File: src/rtl/dec3_8_seq.sv
// dec3_8_seq: sequencing 3-to-8 decoder.
// Codes {valid, index[2:0]} are queued in a 2-entry FIFO and each one is
// shown on O as a one-hot pattern for HOLD cycles, in arrival order.
// Optional feature: define DEC3_8_GAP_EN to insert one all-zero cycle on O
// between consecutive codes. Without it, codes are shown back-to-back.
module dec3_8_seq #(
  parameter int HOLD = 2  // cycles each one-hot pattern is held, 1..15
) (
  input  logic       clk,
  input  logic       rst,
  input  logic [3:0] Y,
  output logic       ready,
  output logic [7:0] O,
  output logic       busy,
  output logic [7:0] cnt
);

`ifdef DEC3_8_GAP_EN
  typedef enum logic [1:0] {ST_IDLE, ST_HOLD, ST_GAP} state_t;
`else
  typedef enum logic [1:0] {ST_IDLE, ST_HOLD} state_t;
`endif

  localparam logic [3:0] HOLD_LOAD = 4'(HOLD - 1);

  state_t      state_q, state_d;
  logic [3:0]  hold_q, hold_d;
  logic [7:0]  o_q, o_d;
  logic [7:0]  cnt_q, cnt_d;
  logic [1:0]  count_q, count_d;
  logic [2:0]  head_q, head_d;
  logic [2:0]  tail_q, tail_d;
  logic        push;
  logic        pop;

  // ready depends on registered occupancy only, so Y never reaches it.
  assign ready = (count_q != 2'd2);
  assign push  = Y[3] && ready;
  assign O     = o_q;
  assign cnt   = cnt_q;
  assign busy  = (state_q != ST_IDLE) || (count_q != 2'd0);

  // Next-state, output pattern and pop decision for the sequencer.
  always_comb begin
    // NOTE: every signal gets a default before the case so no path leaves it
    // unassigned; otherwise synthesis infers a latch.
    state_d = state_q;
    hold_d  = hold_q;
    o_d     = o_q;
    cnt_d   = cnt_q;
    pop     = 1'b0;
    case (state_q)
      ST_IDLE: begin
        pop = (count_q != 2'd0);
      end
      ST_HOLD: begin
        if (hold_q != 4'd0) begin
          hold_d = hold_q - 4'd1;
        end else begin
`ifdef DEC3_8_GAP_EN
          state_d = ST_GAP;
          o_d     = 8'h00;
`else
          // Chain straight into the next code when one is waiting.
          state_d = ST_IDLE;
          o_d     = 8'h00;
          pop     = (count_q != 2'd0);
`endif
        end
      end
`ifdef DEC3_8_GAP_EN
      ST_GAP: begin
        // The blank cycle has been shown; act exactly like IDLE now.
        state_d = ST_IDLE;
        pop     = (count_q != 2'd0);
      end
`endif
      default: begin
        state_d = ST_IDLE;
        o_d     = 8'h00;
      end
    endcase
    if (pop) begin
      state_d = ST_HOLD;
      o_d     = 8'h01 << head_q;
      hold_d  = HOLD_LOAD;
      cnt_d   = cnt_q + 8'd1;
    end
  end

  // FIFO occupancy and payload update for push, pop or both at once.
  always_comb begin
    count_d = count_q;
    head_d  = head_q;
    tail_d  = tail_q;
    case ({push, pop})
      2'b10: begin
        if (count_q == 2'd0) head_d = Y[2:0];
        else                 tail_d = Y[2:0];
        count_d = count_q + 2'd1;
      end
      2'b01: begin
        head_d  = tail_q;
        count_d = count_q - 2'd1;
      end
      // Both together only happen with one entry: it leaves, Y takes its place.
      2'b11: head_d = Y[2:0];
      default: ;
    endcase
  end

  // Control state register with synchronous reset.
  always_ff @(posedge clk) begin
    // NOTE: sequential state uses non-blocking assignments so every register
    // samples the pre-edge values, independent of statement order.
    if (rst) begin
      state_q <= ST_IDLE;
      hold_q  <= 4'd0;
      o_q     <= 8'h00;
      cnt_q   <= 8'h00;
      count_q <= 2'd0;
    end else begin
      state_q <= state_d;
      hold_q  <= hold_d;
      o_q     <= o_d;
      cnt_q   <= cnt_d;
      count_q <= count_d;
    end
  end

  // FIFO payload register.
  always_ff @(posedge clk) begin
    // NOTE: payload storage is deliberately not reset; count_q alone decides
    // which entries are meaningful, so stale contents are never observed.
    head_q <= head_d;
    tail_q <= tail_d;
  end

endmodule

File: config.mk
export PLATFORM = sky130hd
export DESIGN_NAME = dec3_8_seq
export DESIGN_NICKNAME = d
export VERILOG_FILES = /design/src/rtl/dec3_8_seq.sv
export SDC_FILE = /design/constraint.sdc
export NUM_CORES = 1
export LEC_CHECK = 0
export ABC_AREA = 1
export CORE_MARGIN = 5
export CORE_UTILIZATION = 53
export CTS_CLUSTER_DIAMETER = 100
export DETAILED_ROUTE_END_ITERATION = 8
export PLACE_DENSITY = 0.9
export SLEW_MARGIN = 20
export SYNTH_ARGS = -nofsm -noshare
export SYNTH_HDL_FRONTEND = slang
export SYNTH_SLANG_ARGS = --single-unit
File: constraint.sdc
create_clock -name clk -period 3.32 [get_ports clk]
set_clock_uncertainty 0.2 [all_clocks]
set_input_delay 0.332 -clock clk [delete_from_list [all_inputs] [get_ports clk]]
set_output_delay 0.332 -clock clk [all_outputs]
set_load 0.01 [all_outputs]
* Word-level counts from Yosys, hierarchy flattened
Index checks and enable logic that the tools add are counted.
** Word-level totals
- Memories kept :: 0
- Flip-flop bits (word level) :: 30
- Input bits :: 6
- Logic and storage cells :: 57
- Output and inout bits :: 18
- Bits in latches :: 0
- Bits in writable memories :: 0
- Memory bits (read-only) :: 0
** Operators by class
- Multiply operators :: 0
- Equal/unequal tests :: 9
- $lt $le $gt $ge :: 0
- Bitwise gates (word level) :: 2
- Add/subtract/negate cells :: 4
- Div/mod/pow operators :: 0
- Mux-type cells :: 14
- Reductions and logical operators :: 18
- Shift-type cells :: 1
** Operator list (count)
- 2-to-1 mux 8 bit :: 2
- one-hot mux 8 bit (2 select lines) :: 1
- AND reduction 2 bit :: 6
- nonzero test 2 bit :: 5
- one-hot mux 3 bit (3 select lines) :: 1
- adder 8 x 1 -> 8 bit (second input constant) :: 1
- inequality test 2 bit (second input constant) :: 4
- one-hot mux 2 bit (2 select lines) :: 2
- left shift 1 x 3 -> 8 bit (first input constant) :: 1
- 2-to-1 mux 1 bit :: 5
- equality test 2 x 1 -> 1 bit (second input constant) :: 2
- equality test 2 bit (second input constant) :: 2
- zero test 2 bit :: 2
- nonzero test 4 bit :: 1
- subtractor 4 x 1 -> 4 bit (second input constant) :: 1
- 2-to-1 mux 3 bit :: 1
- inequality test 3 bit (second input constant) :: 1
- nonzero test 3 bit :: 1
- adder 2 x 1 -> 2 bit (second input constant) :: 1
- 2-to-1 mux 2 bit :: 1
- inverter 1 bit :: 2
- one-hot mux 1 bit (2 select lines) :: 1
- OR reduction 2 bit :: 1
- subtractor 2 x 1 -> 2 bit (second input constant) :: 1
- 2 further kinds :: 2

* Depth between registers and ports, before layout
Gate-level depths: netlist of the first run.
- Depth in word-level cells :: 6
- Depth in mapped cells :: 12
- Mapped depth without buffers :: 11

* Worst setup path before layout of the first run
Ideal clock, no wire load.
- Kind :: flip-flop to flip-flop
- From :: register hold_q[0]
- To :: register count_q[1]
- Setup slack :: 1304 ps
- Setup time :: 122 ps
- Arrival time :: 1694 ps
- Clock period less this slack :: 2016 ps
- Path buffers :: 1
- Required time :: 2998 ps
- Stages on the path, launching flop included :: 13
- Cells stage by stage :: dfxtp_1 > inv_1 > ha_1 > nand3_2 > nand2_4 > nand2_4 > buf_8 > ha_1 > inv_1 > a21oi_1 > o21ai_0 > o21ai_0 > a21oi_1
** On the way
- Longest elaborated chain between the ends :: 5
- Elaborated cells between the ends (all ways) :: 7
- Those cells by class :: eq/ne: 2; mux: 3; reduce/logical: 2
** RTL lines
- from (decl) :: line 27 : logic [3:0] hold_q, hold_d;
- from (signal assigned) :: line 124 : hold_q <= hold_d;
- nonzero test 4 bit * :: line 57 : if (hold_q != 4'd0) begin
- 2-to-1 mux 1 bit * :: line 57
- one-hot mux 1 bit (2 select lines) * :: line 52 : case (state_q)
- equality test 2 x 1 -> 1 bit / equality test 2 bit (equally long branches) :: line 96 : case ({push, pop})
- one-hot mux 2 bit (2 select lines) / nonzero test 2 bit (equally long branches)
- to (signal assigned) :: line 127 : count_q <= count_d;
- to (decl) :: line 30 : logic [1:0] count_q, count_d;
Mark *: on every way between the ends. The rest lies on a longest branch, timed or not.
A chain may end at the register's enable or synchronous reset.

* Worst setup path in the final report of the first run
Same ends and word-level chain as after synthesis.

==> results.json, run 1 <==
{
  "setup_slack_ns": 1.09,
  "startpoint_type": "flop",
  "clk_latency_ns": 0.33,
  "cts_setup_buffers": 0,
  "cp_max_fo": 16,
  "p_clk_share_pct": 15.9,
  "antenna_left": 0,
  "cp.required_ns": 3.33,
  "cp.arrival_ns": 2.23,
  "yosysWarnings": 0,
  "slew_headroom_pct": 78.1,
  "antenna_found_initial": 0,
  "max_freq_mhz": 449,
  "finalSetupTns_ns": 0,
  "place.gp.congestion": 0.848,
  "crit_path_end_kind": "flop",
  "switching_power_uw": 581,
  "worst_pin_slew_ns": 0.328,
  "start_util_pct": 53.6,
  "grt.total_usage_pct": 14.8,
  "placed_cells": 234,
  "via_per_inst": 5.13,
  "finalSetupViolations": 0,
  "rsz0062_at_grt": "false",
  "cts_hold_buf": 0,
  "io_pins": 24,
  "avgSynthCellArea_sq_um": 7.91,
  "p_leak_nw": 0.691,
  "clkSinkCount": 29,
  "wirelength_mm": 2.70,
  "layout-drive-gt1-share_pct": 12.8,
  "post-route-period-util_pct": 67.1,
  "synth-main-ff-cell": "dfxtp_1",
  "min_period_ns": 2.23,
  "nets": 221,
  "vias": 1242,
  "syn_area_sq_mm": 0.00144,
  "switching_share_pct": 42.3,
  "cts_buffers": 5,
  "htreeDepth": 2,
  "final_cell_mix": "nand2_1 (43), dfxtp_1 (23), clkdlybuf4s50_1 (23)",
  "synth.distinct_cells": 28,
  "ctsLongestPathBuffers": 2,
  "cts_tree": "built",
  "antenna_cells": 0,
  "intPower_uw": 793,
  "syn2layout_area_growth_pct": 21.2,
  "grt_max_degree": 17,
  "grt_pass1_wl_mm": 4.70,
  "maxCapViolations": 0,
  "final_common_cell": "nand2_1",
  "syn_inst": 182,
  "synthArstFlopShare_pct": 0,
  "final_hold_viol_count": 0,
  "wire_per_inst_microns": 11.2,
  "core_area_sq_mm": 0.00269,
  "post-route-util_pct": 65.0,
  "die_h_microns": 62.1,
  "pwr_density_cell_mw_per_mm2": 787,
  "clk_pin_slew_ns": 0.08,
  "ctsResizeCount": 0,
  "drv_slew": 0,
  "hp-class": "reg -> reg",
  "grt_pass1_vias": 1091,
  "path_class": "reg -> reg",
  "dp_slack_ns": 1.11,
  "ir_drop_v": 0.000578,
  "regToRegSetupSlack_ns": 1.09,
  "synth-edff-count": 6,
  "drt_iter0_drc": 49,
  "synth_seq_area_share_pct": 44.5,
  "dieArea_sq_mm": 0.00386,
  "rows": 19,
  "dp_hpwl_mm": 2.02,
  "drt_pass1_iterations": 4,
  "portBuffers": 23,
  "fp.dieW_microns": 62.1,
  "seqPwrFrac_pct": 39.1,
  "overflow": 0,
  "route.detailed.drc": 0,
  "cts-root-buf": "clkbuf_4",
  "ys_ff_latch": 29,
  "syn_nets": 193,
  "pwr-share-comb_pct": 45.0,
  "status": "completed",
  "final_cell_count_no_fill": 242
}
==> power by group through the flow <==
stage	logic [mW]	clock network (mW)	registers (mW)
floorplan	0.461	0	0.545
global placement	0.604	0	0.539
detailed placement	0.618	0	0.544
CTS	0.623	0.226	0.536
global route	0.695	0.247	0.549
finish	0.617	0.218	0.537
==> through the flow <==
| stage | cell area [sq um] | power [mW] | hold WS (ns) |
|---|---|---|---|
| after global placement | 1690 | 1.14 | 0.252 |
| after detailed placement | 1690 | 1.16 | 0.255 |
| final | 1750 | 1.37 | 0.266 |
| after CTS | 1750 | 1.38 | 0.268 |
| after floorplan | 1440 | 1.01 | 0.194 |
| after global routing | 1750 | 1.49 | 0.285 |
==> synth_stat cells, types with 5 or more instances <==
cell | number | area (sq um)
a21oi_1 | 15 | 75.1
nand4_1 | 8 | 50.1
nand2_1 | 43 | 161
ha_1 | 5 | 62.6
nor2_1 | 17 | 63.8
o21ai_0 | 5 | 25.0
a21oi_2 | 5 | 43.8
nand2_2 | 6 | 37.5
dfxtp_1 | 23 | 460
edfxtp_1 | 6 | 180
inv_1 | 22 | 82.6
nand3_1 | 9 | 45.0
==> cell families after synthesis <==
group	count (synthesis)	synth area share (%)
AOI/OAI and AO/OA	29	12.6
xor gates and xnor gates	1	0.608
adders and majority gates	5	4.34
buffers and inverters	27	8.51
DFF	29	44.5
and+or+nand+nor	91	29.5
==> registers in the layout (all words and copies together) (netlist names) <==
name and cells:
state_q 1, hold_q 4, tail_q 3, cnt 8, count_q 2, O 8
head_q 3
==> metal layers <==
layer	GRT usage, %	vias up	part of all wire, %
met5	0	-	0
met2	24.1	28	48
met1	17.8	560	45
met4	5.69	0	1.4
met3	4.86	6	5.4
li1	-	648	-
==> final cells by class <==
type / count / area [sq um]
Tap cell: 31 / 38.8
Fill cell: 221 / 941
Sequential cell: 29 / 641
Timing Repair Buffer: 24 / 238
Clock buffer: 8 / 58.8
Inverter: 24 / 92.6
Multi-Input combinational cell: 126 / 677
==> critical path: stages (launching register included) <==
cell and delay [ns]:
dfxtp_1 0.31, inv_1 0.10, ha_1 0.22, nand3_2 0.14
nand2_4 0.19, nand2_4 0.16, ha_1 0.31, inv_1 0.05
a21oi_1 0.10, o21ai_0 0.11, o21ai_0 0.18, a21oi_1 0.05
==> final timing paths <==
path,cells after the start,end,start
setup / recovery,11,count_q[1],hold_q[0]
hold / removal,2,O[7],O[7]
setup reg to reg,11,count_q[1],hold_q[0]
hold reg to reg,2,O[7],O[7]
No activity file was read; power rests on OpenSTA's default activity.
==> inputs of run 2 (changes only) <==
--- a/config.mk
+++ b/config.mk
@@ -7,10 +7,10 @@
 export LEC_CHECK = 0
 export ABC_AREA = 1
 export CORE_MARGIN = 5
-export CORE_UTILIZATION = 53
+export CORE_UTILIZATION = 52
 export CTS_CLUSTER_DIAMETER = 100
 export DETAILED_ROUTE_END_ITERATION = 8
-export PLACE_DENSITY = 0.9
+export PLACE_DENSITY = 0.88
 export SLEW_MARGIN = 20
 export SYNTH_ARGS = -nofsm -noshare
 export SYNTH_HDL_FRONTEND = slang
==> constraint.sdc (replaced) <==
create_clock -name clk -period 2.17 [get_ports clk]
set_clock_uncertainty 0.2 [all_clocks]
set_input_delay 0.217 -clock clk [delete_from_list [all_inputs] [get_ports clk]]
set_output_delay 0.217 -clock clk [all_outputs]
set_load 0.01 [all_outputs]
==> run 2 against run 1 <==
  * Via count is 1.3% higher
  * Critical endpoint is now head_q[1]
  * Highest routed layer unchanged
  * Critical path depth down 2
  * Sequential share of layout area shrank 0.70 points
  * Cell count grew 1.2%
  * Worst setup slack worse by 0.91 ns
==> results.json, run 2 (synthesis gave the netlist of run 1 again) <==
{
  "path_class": "reg -> reg",
  "clk_latency_ns": 0.34,
  "drv_slew": 0,
  "core_area_sq_mm": 0.00271,
  "hp-class": "in -> reg",
  "min_period_ns": 1.99,
  "ctsResizeCount": 0,
  "dieArea_sq_mm": 0.00392,
  "die_h_microns": 62.6,
  "finalSetupViolations": 0,
  "nets": 224,
  "fp.dieW_microns": 62.6,
  "setup_slack_ns": 0.184,
  "dp_slack_ns": 0.221,
  "vias": 1258,
  "clk_pin_slew_ns": 0.10,
  "drt_iter0_drc": 54,
  "place.gp.congestion": 0.793,
  "htreeDepth": 2,
  "cp.required_ns": 2.00,
  "grt_max_degree": 16,
  "slew_headroom_pct": 78.6,
  "pwr_density_cell_mw_per_mm2": 1250,
  "grt_pass1_wl_mm": 4.66,
  "overflow": 0,
  "io_pins": 24,
  "ctsLongestPathBuffers": 2,
  "grt.total_usage_pct": 14.8,
  "antenna_left": 0,
  "max_freq_mhz": 504,
  "wire_per_inst_microns": 11.4,
  "final_cell_mix": "nand2_1 (43), dfxtp_1 (23), clkdlybuf4s50_1 (23)",
  "antenna_cells": 0,
  "cts_setup_buffers": 0,
  "drt_pass1_iterations": 4,
  "start_util_pct": 53.1,
  "route.detailed.drc": 0,
  "via_per_inst": 5.13,
  "antenna_found_initial": 0,
  "cts-root-buf": "clkbuf_4",
  "p_leak_nw": 0.714,
  "post-route-period-util_pct": 91.5,
  "cts_buffers": 5,
  "finalSetupTns_ns": 0,
  "cts_hold_buf": 0,
  "syn2layout_area_growth_pct": 23.5,
  "clkSinkCount": 29,
  "worst_pin_slew_ns": 0.320,
  "cts_tree": "built",
  "dp_hpwl_mm": 1.96,
  "status": "completed",
  "grt_pass1_vias": 1098,
  "portBuffers": 23,
  "final_hold_viol_count": 0,
  "crit_path_end_kind": "flop",
  "cp_max_fo": 4,
  "rsz0062_at_grt": "false",
  "wirelength_mm": 2.79,
  "rows": 19,
  "maxCapViolations": 0,
  "cp.arrival_ns": 1.81,
  "ir_drop_v": 0.000958,
  "startpoint_type": "flop",
  "layout-drive-gt1-share_pct": 15.0,
  "final_common_cell": "nand2_1",
  "regToRegSetupSlack_ns": 0.18
}
## run 2: stage by stage
stage	std cells	cell area, sq um	hold slack, ns	total power, mW	util (%)
global route	245	1780	0.248	2.38	65.7
CTS	245	1780	0.252	2.23	65.7
floorplan	182	1440	0.0794	1.54	-
detailed placement	237	1710	0.256	1.83	63.1
finish	245	1780	0.262	2.22	65.7
global placement	237	1710	0.252	1.80	63.1
## run 2: where the power goes
part | leakage, nW | total [mW] | internal (mW) | switching [mW]
Sequential | 0.245 | 0.819 | 0.702 | 0.117
Combinational | 0.428 | 1.01 | 0.393 | 0.619
Clock | 0.0413 | 0.389 | 0.188 | 0.201
Total | 0.714 | 2.22 | 1.28 | 0.936
## run 2: cell type report
class | count | area [sq um]
clock buffer | 7 | 65.1
clock inverter | 1 | 5.00
fill | 223 | 931
inverter | 24 | 92.6
multi-input combinational | 126 | 677
sequential | 29 | 641
tap | 31 | 38.8
timing repair buffer | 27 | 260
## run 2: layer usage
layer  share of wire, %  up-vias  GRT usage (%)
li1                   -      659              -
met1                 46      564           17.7
met2                 45       28           22.9
met3                6.2        7           5.40
met4                2.0        0           7.69
met5                  0        -              0
## run 2: final timing paths
kind                                 from         to  depth (start not counted)
worst max-delay path            hold_q[0]  head_q[1]                          9
worst min-delay path                 Y[0]  tail_q[0]                          1
worst max register to register  hold_q[0]  head_q[1]                          9
worst min register to register       O[0]       O[0]                          2
## run 2: critical path, cell delays in order, from the launching register on
cell and delay [ns]:
dfxtp_1 0.31, inv_1 0.09, ha_1 0.22, nand3_2 0.14
nand2_4 0.10, nand2_4 0.05, ha_1 0.20, inv_1 0.05
nor2_1 0.08, nor2_1 0.22
